`src/rtl/siso_pkg.sv`:
```
// Shared state encoding, default sizes and counter sizing helper for the SISO shift controller.
// PAR is only reachable when SISO_SHIFT_CTRL_PARITY_EN is defined.
package siso_pkg;

  localparam int DEF_WIDTH = 4;
  localparam int DEF_DEPTH = 4;

  typedef enum logic [1:0] {
    IDLE  = 2'd0,
    SHIFT = 2'd1,
    PAR   = 2'd2,
    FLUSH = 2'd3
  } state_t;

  // Bits needed to count up to max(width, depth)-1, never less than one.
  function automatic int cnt_width(input int width, input int depth);
    int m;
    m = (width > depth) ? width : depth;
    return (m > 1) ? $clog2(m) : 1;
  endfunction

endpackage

```
`src/rtl/siso_load_shreg.sv`:
```
// Parallel-load shift register presenting its MSB; shifts toward the MSB one bit per enabled cycle.
module siso_load_shreg
  import siso_pkg::*;
#(
  parameter int WIDTH = DEF_WIDTH
) (
  input  logic             clk,
  input  logic             rst_n,
  input  logic             load,
  input  logic             shift,
  input  logic [WIDTH-1:0] data,
  output logic             msb
);

  logic [WIDTH-1:0] sr;

  always_ff @(posedge clk or negedge rst_n) begin
    if (!rst_n) begin
      sr <= '0;
    end else if (load) begin
      sr <= data;
    end else if (shift) begin
      sr <= sr << 1;
    end
  end

  assign msb = sr[WIDTH-1];

endmodule

```
`src/rtl/siso_shift_ctrl.sv`:
```
// Two-requester round-robin serializer feeding a DEPTH-stage DFF chain, then flushing it.
// Optional even-parity bit after the payload when SISO_SHIFT_CTRL_PARITY_EN is defined.
module siso_shift_ctrl
  import siso_pkg::*;
#(
  parameter int WIDTH = DEF_WIDTH,
  parameter int DEPTH = DEF_DEPTH
) (
  input  logic             clk,
  input  logic             rst_n,
  input  logic             req0_valid,
  input  logic             req1_valid,
  input  logic [WIDTH-1:0] req0_data,
  input  logic [WIDTH-1:0] req1_data,
  output logic             req0_ready,
  output logic             req1_ready,
  output logic             ser_out,
  output logic             ser_en,
  output logic             gnt_id,
  output logic             busy,
  output logic             done
);

  localparam int CW = cnt_width(WIDTH, DEPTH);
  localparam logic [CW-1:0] LAST_SHIFT = CW'(WIDTH - 1);
  localparam logic [CW-1:0] LAST_FLUSH = CW'(DEPTH - 1);

  state_t          state;
  logic [CW-1:0]   cnt;
  logic            last_gnt;
  logic            shift_phase;
  logic            msb;
  logic            sel;
  logic            accept;
  logic [WIDTH-1:0] sel_data;
`ifdef SISO_SHIFT_CTRL_PARITY_EN
  logic            par_phase;
  logic            par_bit;
`endif

  // Ready is gated by rst_n so no requester sees a handshake while reset is held.
  always_comb begin
    sel      = (req0_valid && req1_valid) ? ~last_gnt : req1_valid;
    accept   = rst_n && (state == IDLE) && (req0_valid || req1_valid);
    sel_data = sel ? req1_data : req0_data;
  end

  assign req0_ready = accept & ~sel;
  assign req1_ready = accept & sel;

  siso_load_shreg #(
    .WIDTH(WIDTH)
  ) u_shreg (
    .clk  (clk),
    .rst_n(rst_n),
    .load (accept),
    .shift(shift_phase),
    .data (sel_data),
    .msb  (msb)
  );

`ifdef SISO_SHIFT_CTRL_PARITY_EN
  assign ser_out = (shift_phase & msb) | (par_phase & par_bit);
`else
  assign ser_out = shift_phase & msb;
`endif

  always_ff @(posedge clk or negedge rst_n) begin
    if (!rst_n) begin
      state       <= IDLE;
      cnt         <= '0;
      last_gnt    <= 1'b1;
      gnt_id      <= 1'b0;
      busy        <= 1'b0;
      done        <= 1'b0;
      ser_en      <= 1'b0;
      shift_phase <= 1'b0;
`ifdef SISO_SHIFT_CTRL_PARITY_EN
      par_phase   <= 1'b0;
      par_bit     <= 1'b0;
`endif
    end else begin
      case (state)
        IDLE: begin
          done <= 1'b0;
          if (accept) begin
            state       <= SHIFT;
            cnt         <= '0;
            gnt_id      <= sel;
            last_gnt    <= sel;
            busy        <= 1'b1;
            ser_en      <= 1'b1;
            shift_phase <= 1'b1;
`ifdef SISO_SHIFT_CTRL_PARITY_EN
            par_bit     <= ^sel_data;
`endif
          end
        end
        SHIFT: begin
          if (cnt == LAST_SHIFT) begin
            cnt         <= '0;
            shift_phase <= 1'b0;
`ifdef SISO_SHIFT_CTRL_PARITY_EN
            state       <= PAR;
            par_phase   <= 1'b1;
`else
            state       <= FLUSH;
            ser_en      <= 1'b0;
            done        <= (LAST_FLUSH == '0);
`endif
          end else begin
            cnt <= cnt + CW'(1);
          end
        end
`ifdef SISO_SHIFT_CTRL_PARITY_EN
        PAR: begin
          state     <= FLUSH;
          par_phase <= 1'b0;
          ser_en    <= 1'b0;
          done      <= (LAST_FLUSH == '0);
        end
`endif
        // done is raised on the edge entering the final flush cycle so it is registered.
        FLUSH: begin
          if (cnt == LAST_FLUSH) begin
            state <= IDLE;
            cnt   <= '0;
            busy  <= 1'b0;
            done  <= 1'b0;
          end else begin
            cnt  <= cnt + CW'(1);
            done <= ((cnt + CW'(1)) == LAST_FLUSH);
          end
        end
        default: state <= IDLE;
      endcase
    end
  end

endmodule
```
`config.mk`:
```
export PLATFORM = sky130hd
export DESIGN_NAME = siso_shift_ctrl
export DESIGN_NICKNAME = d
export VERILOG_FILES = /design/src/rtl/siso_pkg.sv /design/src/rtl/siso_load_shreg.sv /design/src/rtl/siso_shift_ctrl.sv
export SDC_FILE = /design/constraint.sdc
export NUM_CORES = 1
export LEC_CHECK = 0
export CORE_MARGIN = 3
export CORE_UTILIZATION = 30
export DETAILED_ROUTE_END_ITERATION = 10
export DONT_BUFFER_PORTS = 1
export PLACE_DENSITY = 0.44
export SLEW_MARGIN = 20
export SYNTH_ARGS = -nofsm -noshare
export SYNTH_HDL_FRONTEND = slang
export SYNTH_SLANG_ARGS = --single-unit
```
`constraint.sdc`:
```
create_clock -name clk -period 1.21 [get_ports clk]
set_input_delay 0.1815 -clock clk [delete_from_list [all_inputs] [get_ports clk]]
set_output_delay 0.1815 -clock clk [all_outputs]
set_load 0.1 [all_outputs]
```
==> results of run 1 <==
==> cells by family after synthesis <==
logic type      count (synthesis)  share of synthesized area
xor+xnor                        1                     0.0125
compound gates                 19                      0.206
mux                             1                     0.0143
buf+inv                         9                     0.0699
flops                          13                      0.468
simple gates                   22                      0.194
fa+ha+maj                       2                     0.0358
==> synth_stat cells, types with 2 or more instances <==
cell type / number / area share
and3_2: 2 / 0.021
a32oi_1: 3 / 0.038
ha_1: 2 / 0.036
dfrtp_1: 12 / 0.43
nor2_1: 4 / 0.021
a22oi_1: 2 / 0.021
nand2_1: 3 / 0.016
nand3_1: 5 / 0.036
nand4_1: 3 / 0.027
a21o_1: 2 / 0.021
o22ai_1: 3 / 0.027
o21ai_0: 2 / 0.014
buf_6: 2 / 0.032
inv_1: 7 / 0.038
==> state kept, by name (all words and copies together), names as in the netlist <==
signal       flops
busy             1
cnt              2
done             1
gnt_id           1
last_gnt         1
shift_phase      1
state            2
u_shreg.sr       4
==> what timing repair did <==
action / in CTS / in global routing
buffers inserted: 5 / 2
pin swaps: 7 / 5
resized for setup: 11 / 5
setup endpoints to repair: 13 / 15
endpoints found under the hold margin: 13 / 0
hold buffers: 1 / 0
==> cell type report <==
| class | count | area [um^2] |
|---|---|---|
| Clock buffer | 3 | 22.5 |
| Clock inverter | 1 | 5.00 |
| Fill cell | 202 | 1080 |
| Inverter | 7 | 35.0 |
| Multi-Input combinational cell | 45 | 370 |
| Sequential cell | 13 | 333 |
| Tap cell | 27 | 33.8 |
| Timing Repair Buffer | 19 | 201 |
==> report_power, final <==
part,internal (mW),switching (mW)
logic,0.610,0.924
clock network,0.122,0.143
registers,0.659,0.170
total,1.39,1.24
==> cell usage in the layout (no fill, tap or decap), types with 2 or more instances in the layout <==
cell type | Yosys | final
clkbuf_4 | 0 | 3
buf_12 | 0 | 3
dfrtp_1 | 12 | 9
buf_6 | 2 | 3
a21o_1 | 2 | 2
a22oi_1 | 2 | 2
o22ai_2 | 0 | 3
dfrtp_2 | 0 | 2
nand4_1 | 3 | 3
nand3_1 | 5 | 5
nor2_1 | 4 | 3
o21ai_0 | 2 | 2
a32oi_1 | 3 | 3
inv_1 | 7 | 5
buf_4 | 0 | 11
nand2_1 | 3 | 2
==> critical path, stage by stage (launching register included) <==
cell,delay [ps]
dfrtp_1,420
nor3b_4,270
and3_4,250
buf_12,170
==> how the worst max path moves through the flow <==
stage,from,to,slack [ps]
6_report,state[0],req0_ready,-360
5_1_grt,state[0],req0_ready,-420
4_1_cts,state[1],req0_ready,-350
3_5_place_dp,state[1],u_shreg.sr[0],-110
3_3_place_gp,state[1],u_shreg.sr[0],-80
2_1_floorplan,shift_phase,ser_out,-150
==> per-layer routing <==
layer	track usage	wire, um
met1	0.178	786
met2	0.221	788
met3	0.0627	116
met5	0	0
met4	0.0373	10
==> stage by stage <==
step                instances   util  hold WS (ps)
finish                    115  0.481          68.2
global route              115  0.481          44.3
CTS                       114  0.469          56.6
detailed placement        104  0.412          -114
global placement          104  0.412          -114
floorplan                  67      -          -114
==> out/results.ini, run 1 <==
[status]
outcome=finished with violations
failed_checks=negative setup slack

[floorplan]
dieWidth_um=54.2
dieArea_um2=2940
core_area_um2=2080
initial_utilization=0.335
rows=16
chipHeight_um=54.2
ios=19

[timing]
fin_tns_setup_ps=-1830
worstMarginPinSlew_ps=609
fin_crit_ps=1570
timing.final.crit_share=1.30
finClkSkew_ps=5.02
slew_headroom=0.593
fin_ws_ps=-363
setup_violations=12
hold_viol=0
rsz0062_at_grt=yes
drv_slew=0
clock.fmax_mhz=636

[synthesis]
ys_seq_elements=13
synth_nets=81
ys_warn_count=0
netlist_area_um2=698
ys_seq_area_frac=0.468
synthArstFlopShare=1.00
synth_edf_count=0
syn_avg_cell_area_um2=10.4
ys_types=29
ys.flop_type=dfrtp_1
synth_cells=67

[critical_path]
reg2reg_setup_slack_ps=-230
end_kind=output pin
cp-start-kind=flip-flop
r2r_end=u_shreg.sr[0]
path_class=flip-flop to output pin
worst_r2r_startpoint=state[0]
crit_arrival_ps=1390
ff2ff_path_depth=5
required_ps=1030
crit_fanout=4

[route]
dr.pass1.iters=4
num_vias=577
ant_nets=0
wl_per_cell_um=14.8
detail_route.vias_per_cell=5.02
drc=0
drt-total-wl_mm=1.70
drt_iter0_drc=6

[pwr]
p_leak_nw=0.427
ir_drop_uv=1460
p_total_mw=2.63
cellPowerDensity_nw_per_um2=2630

[layout]
nNetsFinal=103
area_growth_pct=43.4
final_cell_area_um2=1000
drive_gt1_frac=0.500
n_antenna_cell=0

[global_routing]
grt_max_degree=14
overflow=0
grt_pass1_wl_mm=2.88
antenna_found_initial=0
grt_pass1_vias=604
grtUsageTotal=0.142

[cts]
cts-root-buf=clkbuf_4
cts_max_path_buffers=2
htreeDepth=1
clk_pin_slew_ps=80
cts_tree=yes
clkLatencyLatePin_ps=270
cts_made_buffers=3
clock_sinks=13

[job]
drv_cap=0

[min_path]
hold_end=u_shreg.sr[0]
hold_path_class=input pin to flip-flop
whs_path_depth=1
hp-start=req0_data[0]

[placement]
post-place-ws_ps=-113
port_buffers=0
gp_congestion=0.781
dp_hpwl_mm=1.24
place_area_um2=857

Power figures use the tool's default switching activity.
==> run 2: changes to the inputs <==
--- a/config.mk
+++ b/config.mk
@@ -11,2 +11,3 @@
 export DONT_BUFFER_PORTS = 1
+export GPL_TIMING_DRIVEN = 0
 export PLACE_DENSITY = 0.44
==> constraint.sdc (replaced) <==
create_clock -name clk -period 1.21 [get_ports clk]
set_input_delay 0.242 -clock clk [delete_from_list [all_inputs] [get_ports clk]]
set_output_delay 0.242 -clock clk [all_outputs]
set_load 0.1 [all_outputs]
==> run 2 against run 1 <==
Effect of this change:
- the flow still finishes with violations (negative setup slack)
- setup slack worse by 160 ps
- non-clock buffer count decreased by 6
- clock power grew 4%
- sequential power is 51% higher
- global-route usage is 0.073 points lower
- register-to-register slack improved by 30 ps
- critical path type unchanged
- critical endpoint is now ser_out
- highest routed layer unchanged
==> out/results.ini, run 2 (synthesized netlist as in run 1, its figures left out) <==
[critical_path]
crit_fanout=4  ; unchanged
required_ps=970  ; was 1030 ps
crit_slowest_cell=dfrtp_4  ; was dfrtp_1
crit_arrival_ps=1490  ; was 1390 ps
crit_buf_inv=1  ; unchanged
critical_path.cell_chain=inv_4 -> nor2_4  ; was nor3b_4 -> and3_4 -> buf_12
ff2ff_path_depth=5  ; unchanged
end_kind=output pin  ; unchanged
max_stage_delay_ps=660  ; was 420 ps
reg2reg_setup_slack_ps=-200  ; was -230 ps
path_class=flip-flop to output pin  ; unchanged
cp-start-kind=flip-flop  ; unchanged
crit_cells=2  ; was 3
critical-path-top-delay-family=flip-flops  ; was simple AND/OR/NAND/NOR gates

[layout]
largest_register=u_shreg.sr  ; unchanged
drive_gt1_frac=0.512  ; was 0.500
final_cell_area_um2=960  ; was 1000 um^2
final_common_cell=dfrtp_1  ; was buf_4
largest_reg_flops=4  ; unchanged
nNetsFinal=97  ; was 103
final_cell_mix=dfrtp_1 (7), inv_1 (6), buf_6 (5), buf_4 (5), dfrtp_4 (4)  ; was buf_4 (11), dfrtp_1 (9), inv_1 (5), nand3_1 (5)
area_growth_pct=37.5  ; was 43.4%
top_regs=u_shreg.sr: 4 flops, cnt: 2 flops, state: 2 flops  ; unchanged
n_antenna_cell=0  ; unchanged

[placement]
port_buffers=0  ; unchanged
post-place-ws_ps=-244  ; was -113 ps
gp_congestion=0.677  ; was 0.781
dp_hpwl_mm=1.13  ; was 1.24 mm
place_area_um2=752  ; was 857 um^2

[route]
ant_nets=0  ; unchanged
drt_iter0_drc=12  ; was 6
num_vias=582  ; was 577
detail_route.vias_per_cell=5.34  ; was 5.02
wl_per_cell_um=16.0  ; was 14.8 um
drc=0  ; unchanged
drt-total-wl_mm=1.75  ; was 1.70 mm
dr.pass1.iters=4  ; unchanged

[floorplan]
ios=19  ; unchanged
dieArea_um2=2940  ; unchanged
dieWidth_um=54.2  ; unchanged
initial_utilization=0.335  ; unchanged
chipHeight_um=54.2  ; unchanged
core_area_um2=2080  ; unchanged
rows=16  ; unchanged

[pwr]
cellPowerDensity_nw_per_um2=2680  ; was 2630 nW/um^2
netSwitchingFraction=0.482  ; was 0.471
p_total_mw=2.57  ; was 2.63 mW
p_leak_nw=0.400  ; was 0.427 nW
ir_drop_uv=1250  ; was 1460 uV
pwr-share-clk=0.107  ; was 0.101
p_seq_frac=0.485  ; was 0.316
p_int_mw=1.33  ; was 1.39 mW
pwr-share-comb=0.408  ; was 0.584
switchingPower_mw=1.24  ; about the same

[timing]
fin_crit_ps=1740  ; was 1570 ps
slew_headroom=0.587  ; was 0.593
fin_ws_ps=-527  ; was -363 ps
setup_violations=14  ; was 12
rsz0062_at_grt=yes  ; unchanged
timing.final.crit_share=1.44  ; was 1.30
clock.fmax_mhz=576  ; was 636 MHz
hold_viol=0  ; unchanged
drv_slew=0  ; unchanged
worstMarginPinSlew_ps=617  ; was 609 ps
finClkSkew_ps=6.19  ; was 5.02 ps

[cts]
cts_max_path_buffers=2  ; unchanged
clk_pin_slew_ps=80  ; about the same
cts_tree=yes  ; unchanged
htreeDepth=1  ; unchanged
clkLatencyLatePin_ps=280  ; was 270 ps
clock_sinks=13  ; unchanged
cts-root-buf=clkbuf_4  ; unchanged
cts_made_buffers=3  ; unchanged

[min_path]
hold_path_class=input pin to flip-flop  ; unchanged
whs_path_depth=1  ; unchanged

[global_routing]
overflow=0  ; unchanged
grt_max_degree=14  ; unchanged
grtUsageTotal=0.141  ; was 0.142
antenna_found_initial=0  ; unchanged
grt_pass1_wl_mm=2.87  ; was 2.88 mm
grt_pass1_vias=576  ; was 604

[job]
drv_cap=0  ; unchanged

[status]
failed_checks=negative setup slack  ; unchanged
outcome=finished with violations  ; unchanged

==> run 2: final timing paths <==
path | start | endpoint
min | req0_data[0] | u_shreg.sr[0]
max in group asynchronous | rst_n | shift_phase
max | shift_phase | ser_out
min in group asynchronous | rst_n | u_shreg.sr[2]
max reg2reg | state[0] | u_shreg.sr[0]
min reg2reg | u_shreg.sr[1] | u_shreg.sr[1]
==> run 2: stage by stage <==
step / cells / utilization / hold slack, ps / TNS, ps
after floorplan: 67 / - / -53.6 / -906
after global placement: 94 / 0.361 / -53.1 / -1550
after detailed placement: 94 / 0.361 / -53.0 / -1520
after CTS: 106 / 0.442 / 100 / -3100
after global routing: 109 / 0.461 / 85.2 / -3420
final: 109 / 0.461 / 108 / -2630
==> run 2: final cells by class <==
cell class | instances | area (um^2)
plain buffers | 1 | 11.3
clock buffers | 3 | 22.5
clock inverters | 1 | 5.00
fillers | 216 | 1120
inverters | 7 | 28.8
multi-input cells | 45 | 388
flip-flops and latches | 13 | 343
well taps | 27 | 33.8
repair buffers | 12 | 128
==> run 2: layer usage <==
layer | vias up | global-route usage | part of all wire
met2 | 21 | 0.203 | 0.46
met5 | - | 0 | 0
li1 | 277 | - | -
met4 | 0 | 0.0373 | 0.0046
met1 | 282 | 0.182 | 0.44
met3 | 2 | 0.0763 | 0.10
==> run 2: repair_timing <==
action / in CTS / in global routing
endpoints found under the hold margin: 13 / 0
setup endpoints to repair: 15 / 16
gates resized for setup: 19 / 7
hold buffers: 1 / 0
pin swaps: 12 / 10
setup buffers: 7 / 4
==> run 2: power groups by stage <==
stage / combinational (mW) / clock, mW / sequential (mW)
final: 1.05 / 0.276 / 1.25
after global routing: 1.16 / 0.322 / 1.28
after CTS: 0.987 / 0.297 / 1.23
after detailed placement: 0.768 / 0 / 1.20
after global placement: 0.760 / 0 / 1.19
after floorplan: 0.658 / 0 / 1.15
==> run 3: changes to the inputs <==
CORE_UTILIZATION = 49   (was 30)
PLACE_DENSITY = 0.65   (was 0.44)
==> run 3 against run 2 <==
Effect of this change:
- the flow still finishes with violations (negative setup slack)
- power increased by 4.2%
- sequential power hardly changed
- clock skew shrank 2.8 ps
- cell area is 0.78% higher
- die area fell by 35%
- count of clock-buffer cells in the layout unchanged
- non-clock buffer count is 1 higher
- core utilization is 33 points higher
- global-route usage grew 4.5 points
- final cell count fell by 11%
- fmax is essentially flat
- critical endpoint unchanged
- largest cell class unchanged
==> out/results.ini, run 3 (synthesized netlist as in run 1, its figures left out) <==
[status]
outcome=finished with violations  ; unchanged
failed_checks=negative setup slack  ; unchanged

[route]
wl_per_cell_um=17.7  ; was 16.0 um
drt-total-wl_mm=1.72  ; was 1.75 mm
detail_route.vias_per_cell=6.11  ; was 5.34
num_vias=593  ; was 582
dr.pass1.iters=4  ; unchanged
drc=0  ; unchanged
drt_iter0_drc=25  ; was 12
ant_nets=0  ; unchanged

[global_routing]
grtUsageTotal=0.186  ; was 0.141
grt_pass1_vias=576  ; unchanged
grt_pass1_wl_mm=2.66  ; was 2.87 mm
antenna_found_initial=0  ; unchanged
grt_max_degree=14  ; unchanged
overflow=0  ; unchanged

[timing]
fin_tns_setup_ps=-3870  ; was -2630 ps
slew_headroom=0.594  ; was 0.587
rsz0062_at_grt=yes  ; unchanged
finClkSkew_ps=3.34  ; was 6.19 ps
fin_ws_ps=-528  ; was -527 ps
timing.final.crit_share=1.44  ; about the same
drv_slew=0  ; unchanged
setup_violations=12  ; was 14
worstMarginPinSlew_ps=607  ; was 617 ps
hold_viol=0  ; unchanged
clock.fmax_mhz=575  ; was 576 MHz
fin_crit_ps=1740  ; about the same

[cts]
htreeDepth=1  ; unchanged
cts-root-buf=clkbuf_4  ; unchanged
cts_made_buffers=3  ; unchanged
clkLatencyLatePin_ps=280  ; about the same
cts_tree=yes  ; unchanged
clock_sinks=13  ; unchanged
clk_pin_slew_ps=80  ; about the same
cts_max_path_buffers=2  ; unchanged

[layout]
largest_register=u_shreg.sr  ; unchanged
drive_gt1_frac=0.518  ; was 0.512
final_cell_mix=dfrtp_1 (7), buf_6 (5), inv_1 (5), nand3_1 (5), buf_4 (5)  ; was dfrtp_1 (7), inv_1 (6), buf_6 (5), buf_4 (5), dfrtp_4 (4)
n_antenna_cell=0  ; unchanged
fill_cells=72  ; was 216
area_growth_pct=38.5  ; was 37.5%
final_common_cell=dfrtp_1  ; unchanged
largest_reg_flops=4  ; unchanged
final_util=0.795  ; was 0.461
nNetsFinal=98  ; was 97
final_cell_area_um2=967  ; was 960 um^2
top_regs=u_shreg.sr: 4 flops, cnt: 2 flops, state: 2 flops  ; unchanged

[pwr]
ir_drop_uv=1900  ; was 1250 uV
cellPowerDensity_nw_per_um2=2770  ; was 2680 nW/um^2
p_leak_nw=0.407  ; was 0.400 nW
p_total_mw=2.68  ; was 2.57 mW

[critical_path]
end_kind=output pin  ; unchanged
max_stage_delay_ps=670  ; was 660 ps
crit_arrival_ps=1500  ; was 1490 ps
critical_path.cell_chain=inv_4 -> nor2_4  ; unchanged
worst_r2r_startpoint=state[0]  ; unchanged
crit_slowest_cell=dfrtp_4  ; unchanged
required_ps=970  ; about the same
path_class=flip-flop to output pin  ; unchanged
r2r_end=cnt[0]  ; was u_shreg.sr[0]
crit_fanout=4  ; unchanged
cp-start-kind=flip-flop  ; unchanged
ff2ff_path_depth=6  ; was 5
reg2reg_setup_slack_ps=-440  ; was -200 ps

[floorplan]
ios=19  ; unchanged
dieArea_um2=1910  ; was 2940 um^2
dieWidth_um=43.7  ; was 54.2 um
core_area_um2=1220  ; was 2080 um^2
initial_utilization=0.574  ; was 0.335
chipHeight_um=43.7  ; was 54.2 um
rows=12  ; was 16

[placement]
place_area_um2=736  ; was 752 um^2
gp_congestion=0.724  ; was 0.677
port_buffers=0  ; unchanged
dp_hpwl_mm=1.05  ; was 1.13 mm
post-place-ws_ps=-240  ; was -244 ps

[min_path]
whs_path_depth=1  ; unchanged
hp-start=req0_data[0]  ; unchanged
hold_end=u_shreg.sr[0]  ; unchanged
hold_path_class=input pin to flip-flop  ; unchanged

[job]
drv_cap=0  ; unchanged

==> run 3: changes by cell type in the layout (fill, tap and decap cells not counted) <==
cell,delta
buf_12,+1
clkinvlp_4,+1
inv_1,-1
nand2_1,+1
nand2_2,-1
nand3_1,+2
nand3_2,-2
o22ai_1,-2
o22ai_2,+2
==> run 3: worst max-delay path, delay by kind of cell (launching register included) <==
kind                   cells  cell delay (ps)
buffers and inverters      1               60
DFF                        1              670
and+or+nand+nor            1              480
==> run 3: worst max-delay path by stage <==
stage	start	end	cells after the start
2_1_floorplan	shift_phase	ser_out	2
3_3_place_gp	state[1]	req1_ready	4
3_5_place_dp	state[1]	req1_ready	4
4_1_cts	shift_phase	ser_out	2
5_1_grt	shift_phase	ser_out	2
6_report	shift_phase	ser_out	2
==> run 3: what timing repair did <==
item,4_1_cts,5_1_grt
resized for setup,16,12
hold buffers,1,0
setup buffers,7,9
pin swaps,9,8
endpoints found under the setup margin,16,16
endpoints found under the hold margin,13,0
==> run 3: per-layer routing <==
metal,up-vias,GRT usage,part of all wire
li1,278,-,-
met1,296,0.245,0.45
met2,17,0.270,0.47
met3,2,0.0954,0.080
met4,0,0.0422,0.0029
met5,-,0,0
==> run 3: stage by stage <==
| stage | instances | hold WS (ps) |
|---|---|---|
| floorplan | 67 | -53.6 |
| global placement | 81 | -53.3 |
| detailed placement | 81 | -53.3 |
| CTS | 93 | 111 |
| global route | 97 | 117 |
| finish | 97 | 107 |
==> run 3: layout make-up <==
type	instances	area (um^2)	area share
clock inverters	1	5.00	0.00517
plain buffers	1	11.3	0.0116
multi-input cells	45	388	0.401
repair buffers	13	148	0.153
well taps	14	17.5	0.0181
inverters	7	32.5	0.0336
clock buffers	3	22.5	0.0233
flip-flops and latches	13	343	0.354
==> run 3: power by group <==
group,switching [mW],internal (mW)
logic,0.559,0.589
clock network,0.159,0.123
registers,0.564,0.684
